==> src/rtl/accum_readback_scanner_if.sv <==
// Bundle of the scanner's control, RAM read and result handshake signals.
// The scanner uses the slave modport; its controller or RAM side uses master.
interface accum_readback_scanner_if #(
    parameter int H_PIXELS          = 320,
    parameter int V_LINES           = 180,
    parameter int LED_ADDRESS_WIDTH = 10
);
    localparam int ADDR_W = $clog2(H_PIXELS * V_LINES);
    localparam int XW     = $clog2(H_PIXELS);
    localparam int YW     = $clog2(V_LINES);
    localparam int CNT_W  = ADDR_W + 1;
    localparam int SX_W   = ADDR_W + XW;
    localparam int SY_W   = ADDR_W + YW;

    logic                         start;
    logic [LED_ADDRESS_WIDTH-1:0] target_id;
    logic                         busy;
    logic                         req_valid_out;
    logic [ADDR_W-1:0]            req_addr_out;
    logic                         rd_valid_in;
    logic [LED_ADDRESS_WIDTH-1:0] rd_data_in;
    logic                         result_valid;
    logic                         result_ready;
    logic                         result_found;
    logic [CNT_W-1:0]             result_count;
    logic [SX_W-1:0]              result_sum_x;
    logic [SY_W-1:0]              result_sum_y;

    modport slave (
        input  start, target_id, rd_valid_in, rd_data_in, result_ready,
        output busy, req_valid_out, req_addr_out, result_valid,
               result_found, result_count, result_sum_x, result_sum_y
    );

    modport master (
        output start, target_id, rd_valid_in, rd_data_in, result_ready,
        input  busy, req_valid_out, req_addr_out, result_valid,
               result_found, result_count, result_sum_x, result_sum_y
    );
endinterface

==> src/rtl/accum_readback_scanner.sv <==
// Raster scan of the downsampled accumulator RAM: counts pixels holding a target
// LED id and sums their x/y coordinates for centroid computation downstream.
//
// state | meaning
// IDLE  | waiting for a rising edge on start
// SCAN  | issuing one READ per cycle, addresses 0..H*V-1
// DRAIN | all requests issued, waiting for the remaining returns
// DONE  | result fields valid, held until result_ready
module accum_readback_scanner #(
    parameter int H_PIXELS          = 320,
    parameter int V_LINES           = 180,
    parameter int LED_ADDRESS_WIDTH = 10
) (
    input  logic                    clk_pixel,
    input  logic                    rst_n,
    accum_readback_scanner_if.slave scan_bus
);
    localparam int ADDR_W = $clog2(H_PIXELS * V_LINES);
    localparam int XW     = $clog2(H_PIXELS);
    localparam int YW     = $clog2(V_LINES);
    localparam int CNT_W  = ADDR_W + 1;
    localparam int SX_W   = ADDR_W + XW;
    localparam int SY_W   = ADDR_W + YW;
    localparam int TOTAL  = H_PIXELS * V_LINES;

    localparam logic [1:0] S_IDLE  = 2'd0;
    localparam logic [1:0] S_SCAN  = 2'd1;
    localparam logic [1:0] S_DRAIN = 2'd2;
    localparam logic [1:0] S_DONE  = 2'd3;

    localparam logic [ADDR_W-1:0] LAST_ADDR = ADDR_W'(TOTAL - 1);
    localparam logic [CNT_W-1:0]  TOTAL_CNT = CNT_W'(TOTAL);
    localparam logic [XW-1:0]     LAST_X    = XW'(H_PIXELS - 1);

    logic [1:0]                   r_state;
    logic [1:0]                   w_state_nxt;
    logic                         r_start_d;
    logic [LED_ADDRESS_WIDTH-1:0] r_target;
    logic [ADDR_W-1:0]            r_addr;
    logic [CNT_W-1:0]             r_ret_cnt;
    logic [XW-1:0]                r_x;
    logic [YW-1:0]                r_y;
    logic [CNT_W-1:0]             r_count;
    logic [SX_W-1:0]              r_sum_x;
    logic [SY_W-1:0]              r_sum_y;

    logic w_start_edge;
    logic w_accept;
    logic w_ret_take;
    logic w_match;

    assign w_start_edge = scan_bus.start & ~r_start_d;
    assign w_accept     = (r_state == S_IDLE) && w_start_edge;
    // Returns only count while scanning; the RAM is shared, so strays elsewhere are not ours.
    assign w_ret_take   = scan_bus.rd_valid_in
                          && ((r_state == S_SCAN) || (r_state == S_DRAIN))
                          && (r_ret_cnt != TOTAL_CNT);
    assign w_match      = w_ret_take && (scan_bus.rd_data_in == r_target);

    always_comb begin
        w_state_nxt = r_state;
        case (r_state)
            S_IDLE:  if (w_start_edge) w_state_nxt = S_SCAN;
            S_SCAN:  if (r_addr == LAST_ADDR) w_state_nxt = S_DRAIN;
            S_DRAIN: if (r_ret_cnt == TOTAL_CNT) w_state_nxt = S_DONE;
            S_DONE:  if (scan_bus.result_ready) w_state_nxt = S_IDLE;
            default: w_state_nxt = S_IDLE;
        endcase
    end

    always_ff @(posedge clk_pixel or negedge rst_n) begin
        if (!rst_n) begin
            r_state   <= S_IDLE;
            r_start_d <= 1'b0;
        end else begin
            r_state   <= w_state_nxt;
            r_start_d <= scan_bus.start;
        end
    end

    always_ff @(posedge clk_pixel or negedge rst_n) begin
        if (!rst_n) begin
            r_addr <= '0;
        end else if (w_accept) begin
            r_addr <= '0;
        end else if ((r_state == S_SCAN) && (r_addr != LAST_ADDR)) begin
            r_addr <= r_addr + 1'b1;
        end
    end

    // Return side tracks raster position with its own x/y counters instead of dividing addresses.
    always_ff @(posedge clk_pixel or negedge rst_n) begin
        if (!rst_n) begin
            r_target  <= '0;
            r_ret_cnt <= '0;
            r_x       <= '0;
            r_y       <= '0;
            r_count   <= '0;
            r_sum_x   <= '0;
            r_sum_y   <= '0;
        end else if (w_accept) begin
            r_target  <= scan_bus.target_id;
            r_ret_cnt <= '0;
            r_x       <= '0;
            r_y       <= '0;
            r_count   <= '0;
            r_sum_x   <= '0;
            r_sum_y   <= '0;
        end else if (w_ret_take) begin
            r_ret_cnt <= r_ret_cnt + 1'b1;
            if (r_x == LAST_X) begin
                r_x <= '0;
                r_y <= r_y + 1'b1;
            end else begin
                r_x <= r_x + 1'b1;
            end
            if (w_match) begin
                r_count <= r_count + 1'b1;
                r_sum_x <= r_sum_x + {{ADDR_W{1'b0}}, r_x};
                r_sum_y <= r_sum_y + {{ADDR_W{1'b0}}, r_y};
            end
        end
    end

    assign scan_bus.busy          = (r_state != S_IDLE);
    assign scan_bus.req_valid_out = (r_state == S_SCAN);
    assign scan_bus.req_addr_out  = r_addr;
    assign scan_bus.result_valid  = (r_state == S_DONE);
    assign scan_bus.result_found  = (r_count != '0);
    assign scan_bus.result_count  = r_count;
    assign scan_bus.result_sum_x  = r_sum_x;
    assign scan_bus.result_sum_y  = r_sum_y;
endmodule

==> src/flat_wrapper.sv <==
// flat-port wrapper written by rule: the top's interface ports become plain ports
module accum_readback_scanner_flat 
#(
    parameter int H_PIXELS          = 320,
    parameter int V_LINES           = 180,
    parameter int LED_ADDRESS_WIDTH = 10
)
  (clk_pixel, rst_n, scan_bus_start, scan_bus_target_id, scan_bus_rd_valid_in, scan_bus_rd_data_in, scan_bus_result_ready, scan_bus_busy, scan_bus_req_valid_out, scan_bus_req_addr_out, scan_bus_result_valid, scan_bus_result_found, scan_bus_result_count, scan_bus_result_sum_x, scan_bus_result_sum_y);
  accum_readback_scanner_if #(.H_PIXELS(H_PIXELS), .V_LINES(V_LINES), .LED_ADDRESS_WIDTH(LED_ADDRESS_WIDTH)) scan_bus_i ();
  input  logic clk_pixel;
  input  logic rst_n;
  input wire logic [$bits(scan_bus_i.start)-1:0] scan_bus_start;
  input wire logic [$bits(scan_bus_i.target_id)-1:0] scan_bus_target_id;
  input wire logic [$bits(scan_bus_i.rd_valid_in)-1:0] scan_bus_rd_valid_in;
  input wire logic [$bits(scan_bus_i.rd_data_in)-1:0] scan_bus_rd_data_in;
  input wire logic [$bits(scan_bus_i.result_ready)-1:0] scan_bus_result_ready;
  output wire logic [$bits(scan_bus_i.busy)-1:0] scan_bus_busy;
  output wire logic [$bits(scan_bus_i.req_valid_out)-1:0] scan_bus_req_valid_out;
  output wire logic [$bits(scan_bus_i.req_addr_out)-1:0] scan_bus_req_addr_out;
  output wire logic [$bits(scan_bus_i.result_valid)-1:0] scan_bus_result_valid;
  output wire logic [$bits(scan_bus_i.result_found)-1:0] scan_bus_result_found;
  output wire logic [$bits(scan_bus_i.result_count)-1:0] scan_bus_result_count;
  output wire logic [$bits(scan_bus_i.result_sum_x)-1:0] scan_bus_result_sum_x;
  output wire logic [$bits(scan_bus_i.result_sum_y)-1:0] scan_bus_result_sum_y;
  assign scan_bus_i.start = scan_bus_start;
  assign scan_bus_i.target_id = scan_bus_target_id;
  assign scan_bus_i.rd_valid_in = scan_bus_rd_valid_in;
  assign scan_bus_i.rd_data_in = scan_bus_rd_data_in;
  assign scan_bus_i.result_ready = scan_bus_result_ready;
  assign scan_bus_busy = scan_bus_i.busy;
  assign scan_bus_req_valid_out = scan_bus_i.req_valid_out;
  assign scan_bus_req_addr_out = scan_bus_i.req_addr_out;
  assign scan_bus_result_valid = scan_bus_i.result_valid;
  assign scan_bus_result_found = scan_bus_i.result_found;
  assign scan_bus_result_count = scan_bus_i.result_count;
  assign scan_bus_result_sum_x = scan_bus_i.result_sum_x;
  assign scan_bus_result_sum_y = scan_bus_i.result_sum_y;
  accum_readback_scanner #(.H_PIXELS(H_PIXELS), .V_LINES(V_LINES), .LED_ADDRESS_WIDTH(LED_ADDRESS_WIDTH)) u_core (.clk_pixel(clk_pixel), .rst_n(rst_n), .scan_bus(scan_bus_i));
endmodule
==> config.mk <==
export PLATFORM = sky130hd
export DESIGN_NAME = accum_readback_scanner_flat
export DESIGN_NICKNAME = d
export VERILOG_FILES = /design/src/rtl/accum_readback_scanner_if.sv /design/src/rtl/accum_readback_scanner.sv /design/src/flat_wrapper.sv
export SDC_FILE = /design/constraint.sdc
export NUM_CORES = 1
export LEC_CHECK = 0
export ABC_AREA = 1
export CAP_MARGIN = 20
export CORE_ASPECT_RATIO = 1.2
export CORE_MARGIN = 5
export CORE_UTILIZATION = 30
export DETAILED_ROUTE_END_ITERATION = 12
export GPL_ROUTABILITY_DRIVEN = 0
export SLEW_MARGIN = 10
export SYNTH_ARGS = -nofsm -noshare
export SYNTH_HDL_FRONTEND = slang
export SYNTH_SLANG_ARGS = --single-unit
==> constraint.sdc <==
create_clock -name clk_pixel -period 3.7 [get_ports clk_pixel]
set_clock_uncertainty 0.2 [all_clocks]
set_input_delay 0.74 -clock clk_pixel [delete_from_list [all_inputs] [get_ports clk_pixel]]
set_output_delay 0.74 -clock clk_pixel [all_outputs]
set_load 0.03 [all_outputs]
==> results.toml <==
[status]
status = "finished clean"

[cts]
clock_latency_ns = 0.42
numCtsBuffers = 17
cts_buffer_depth = 2
root_buffer = "clkbuf_16"
clock-sinks = 129
cts_max_level = 4
clk_pin_slew_worst_paths_ns = 0.06
post_cts_resized = 0
cts_setup_buffers = 0
hold_buffers = 0
cts_tree = "yes"

[route]
drtAntennaViolNets = 0
route.met3.wl_um = 1020
wl_met2_um = 12100
drtIter0Drc = 578
wirelength_um = 24500
vias = 8676
wire_per_inst_um = 13.6
drc = 0
m1WireLength_um = 10900
via_per_inst = 4.80
first_pass_iters = 5
top_layer_used = "met4"

[timing]
fin_crit_sh_pct = 84.1
rsz0062_at_grt = "no"
drv_slew = 0
worst_pin_slew_ns = 0.643
slew-limit-headroom_pct = 57.1
max_freq_mhz = 321
fin_crit_ns = 3.11
setup_viol = 0
whs_ns = 0.116
hold_viol = 0
finalSetupTns_ns = 0

[final_layout]
final_area_um2 = 11000
fin_cells = 1806
nNetsFinal = 1464
layout-drive-gt1-share_pct = 5.14
diodes = 0
areaGrowthSynthToFinish_pct = 24.5

[job]
maxCapViolCount = 0

[pwr]
finalPower_w = 0.00403
p_comb_share_pct = 12.1
p_sw_w = 0.00106
switching_share_pct = 26.4
p_per_area_nw_per_um2 = 366
p_clk_share_pct = 48.6
seq_power_share_pct = 39.3
worst_ir_drop_vdd_v = 0.000294
p_int_w = 0.00297
leakagePower_nw = 5.30

[yosys]
ys_seq_elements = 129
synth.largest_area_cell = "dfrtp_1"
synthFlopType = "dfrtp_1"
synth.top_cells.by_area = "dfrtp_1, nand2_1, nand3_1, inv_1, nor2_1"
ys_types = 37
synth_area_per_cell_um2 = 6.78
syn_inst = 1304
postSynth.asyncResetShare_pct = 100
synth-edff-count = 0
syn_area_um2 = 8840
syn_nets = 1360
synth_top_area_share_pct = 36.5
yosysSeqAreaShare_pct = 36.5
yosysWarningCount = 0

[critical_path]
worstSetupStartpointType = "register"
crit_required_ns = 2.76
cp_max_fo = 7
crit_chain = "inv_1 -> ha_1 -> nand3_1 -> nor3_1 -> nand3_1 -> clkdlybuf4s50_1"
cp_slowest_cell = "clkdlybuf4s50_1"
end_kind = "output port"
worstPathArrival_ns = 2.17
cpMostUsedCell = "nand3_1"
path_class = "reg -> out"
max_stage_delay_ns = 0.60

[floorplan]
io_pins = 111
rows = 68
die_x_um = 167
die_y_um = 198
die-area_um2 = 33000
core_um2 = 28900
start_util_pct = 30.6

[placement]
dpl.hpwl_um = 17600
port_buffers = 110
place_area_um2 = 10300
numPlacedInstances = 1774

[global_routing]
grt_use_total_pct = 14.8
grt_start_max_net_pins = 63
antenna_found_initial = 0
overflow = 0
grt_pass1_wl_um = 40800
grt_pass1_vias = 8285

[worst_hold_path]
hold_path.class = "in -> async"
-- path summary, 6_finish.rpt --
kind / start / endpoint / slack (ns) / depth (start not counted)
min in group clk_pixel: u_core.r_target[8] / u_core.r_target[8] / 0.30 / 2
max reg2reg: u_core.r_ret_cnt[0] / u_core.scan_bus.result_sum_x[3] / 1.10 / 11
min reg2reg: u_core.r_target[8] / u_core.r_target[8] / 0.30 / 2
max: u_core.scan_bus.result_count[0] / scan_bus_result_found / 0.59 / 6
min: rst_n / u_core.scan_bus.req_addr_out[10] / 0.12 / 1
max in group asynchronous: rst_n / u_core.r_ret_cnt[15] / 2.43 / 2
-- cells in the final DEF, fill, tap and decap left out, types with 2 or more instances in the layout --
| master | synthesis | routed |
|---|---|---|
| and2_1 | 5 | 5 |
| a21o_1 | 3 | 3 |
| nand2_2 | 4 | 4 |
| ha_1 | 29 | 29 |
| clkdlybuf4s50_1 | 0 | 109 |
| o31ai_1 | 6 | 6 |
| clkinvlp_4 | 0 | 2 |
| o21ai_0 | 49 | 49 |
| nor3_1 | 25 | 25 |
| buf_12 | 0 | 3 |
| dfrtp_1 | 129 | 129 |
| bufinv_16 | 0 | 6 |
| clkbuf_1 | 10 | 2 |
| nand3_1 | 130 | 129 |
| fa_1 | 2 | 2 |
| a21oi_1 | 19 | 19 |
| xor2_1 | 22 | 22 |
| nand2_1 | 467 | 467 |
| inv_1 | 133 | 133 |
| o21ai_1 | 21 | 21 |
| clkinv_4 | 0 | 3 |
| inv_2 | 3 | 3 |
| or2_2 | 17 | 17 |
| nand3b_1 | 30 | 30 |
| clkbuf_16 | 0 | 17 |
| nor4_1 | 2 | 2 |
| o21bai_1 | 2 | 2 |
| a31o_2 | 2 | 2 |
| nor2_1 | 113 | 112 |
| buf_4 | 2 | 7 |
| nand4_1 | 39 | 39 |
| nor2_2 | 1 | 2 |
| xnor2_1 | 11 | 11 |
-- power by group through the flow --
stage	Clock, W	Sequential (W)	Combinational, W
floorplan	0	0.00158	0.000340
global placement	0	0.00160	0.000478
detailed placement	0	0.00161	0.000489
CTS	0.00201	0.00158	0.000495
global route	0.00208	0.00160	0.000567
finish	0.00196	0.00158	0.000489
-- Yosys cell counts, types with 2 or more instances --
library cell and instances:
a21o_1 3, dfrtp_1 129, and2_1 5, nand2_2 4, o21ai_1 21, nand4_1 39, buf_6 8, buf_4 2
nor2_1 113, inv_1 133, nand2_1 467, nor3_1 25, or2_2 17, fa_1 2, nor4_1 2, buf_2 8
a31o_2 2, clkbuf_2 2, ha_1 29, o31ai_1 6, nand3b_1 30, o21bai_1 2, xor2_1 22, clkbuf_1 10
inv_2 3, xnor2_1 11, o21ai_0 49, buf_1 4, a21oi_1 19, nand3_1 130
-- area by class of cell --
class / instances / area, um2
inverters: 137 / 514
clock inverters: 12 / 230
repair buffers: 120 / 1210
multi-input cells: 1003 / 4890
fillers: 3075 / 17900
well taps: 385 / 482
flip-flops and latches: 129 / 3230
clock buffers: 20 / 447
-- metal layers --
layer	global-route usage (%)	up-vias
met4	5.03	0
li1	-	4399
met3	2.46	28
met1	18.5	4049
met5	0	-
met2	26.0	200
-- flip-flops by register name (all words and copies together), names as in the netlist --
| name | flops |
|---|---|
| u_core.r_ret_cnt | 17 |
| u_core.r_start_d | 1 |
| u_core.r_state | 2 |
| u_core.r_target | 10 |
| u_core.r_x | 9 |
| u_core.r_y | 8 |
| u_core.scan_bus.req_addr_out | 16 |
| u_core.scan_bus.result_count | 17 |
| u_core.scan_bus.result_sum_x | 25 |
| u_core.scan_bus.result_sum_y | 24 |
-- per-stage QoR --
stage               util (%)  setup WS, ns
floorplan                  -          1.35
global placement        35.7         0.820
detailed placement      35.7         0.806
CTS                     38.1         0.556
global route            38.1         0.460
finish                  38.1         0.587
-- critical path: cells and delay by family, from the launching register on --
family	cells	cell delay, ns
simple gates	3	0.38
fa+ha+maj	1	0.17
flops	1	0.49
buf+inv	2	0.73
-- kinds of logic after synthesis --
group | count (synthesis) | synth area share, %
and+or+nand+nor | 836 | 41.1
AOI/OAI and AO/OA | 103 | 6.27
adders and majority gates | 31 | 4.56
DFF | 129 | 36.5
xor gates and xnor gates | 33 | 3.27
buffers and inverters | 172 | 8.33
Note: power is estimated with default switching activity, not from simulation.
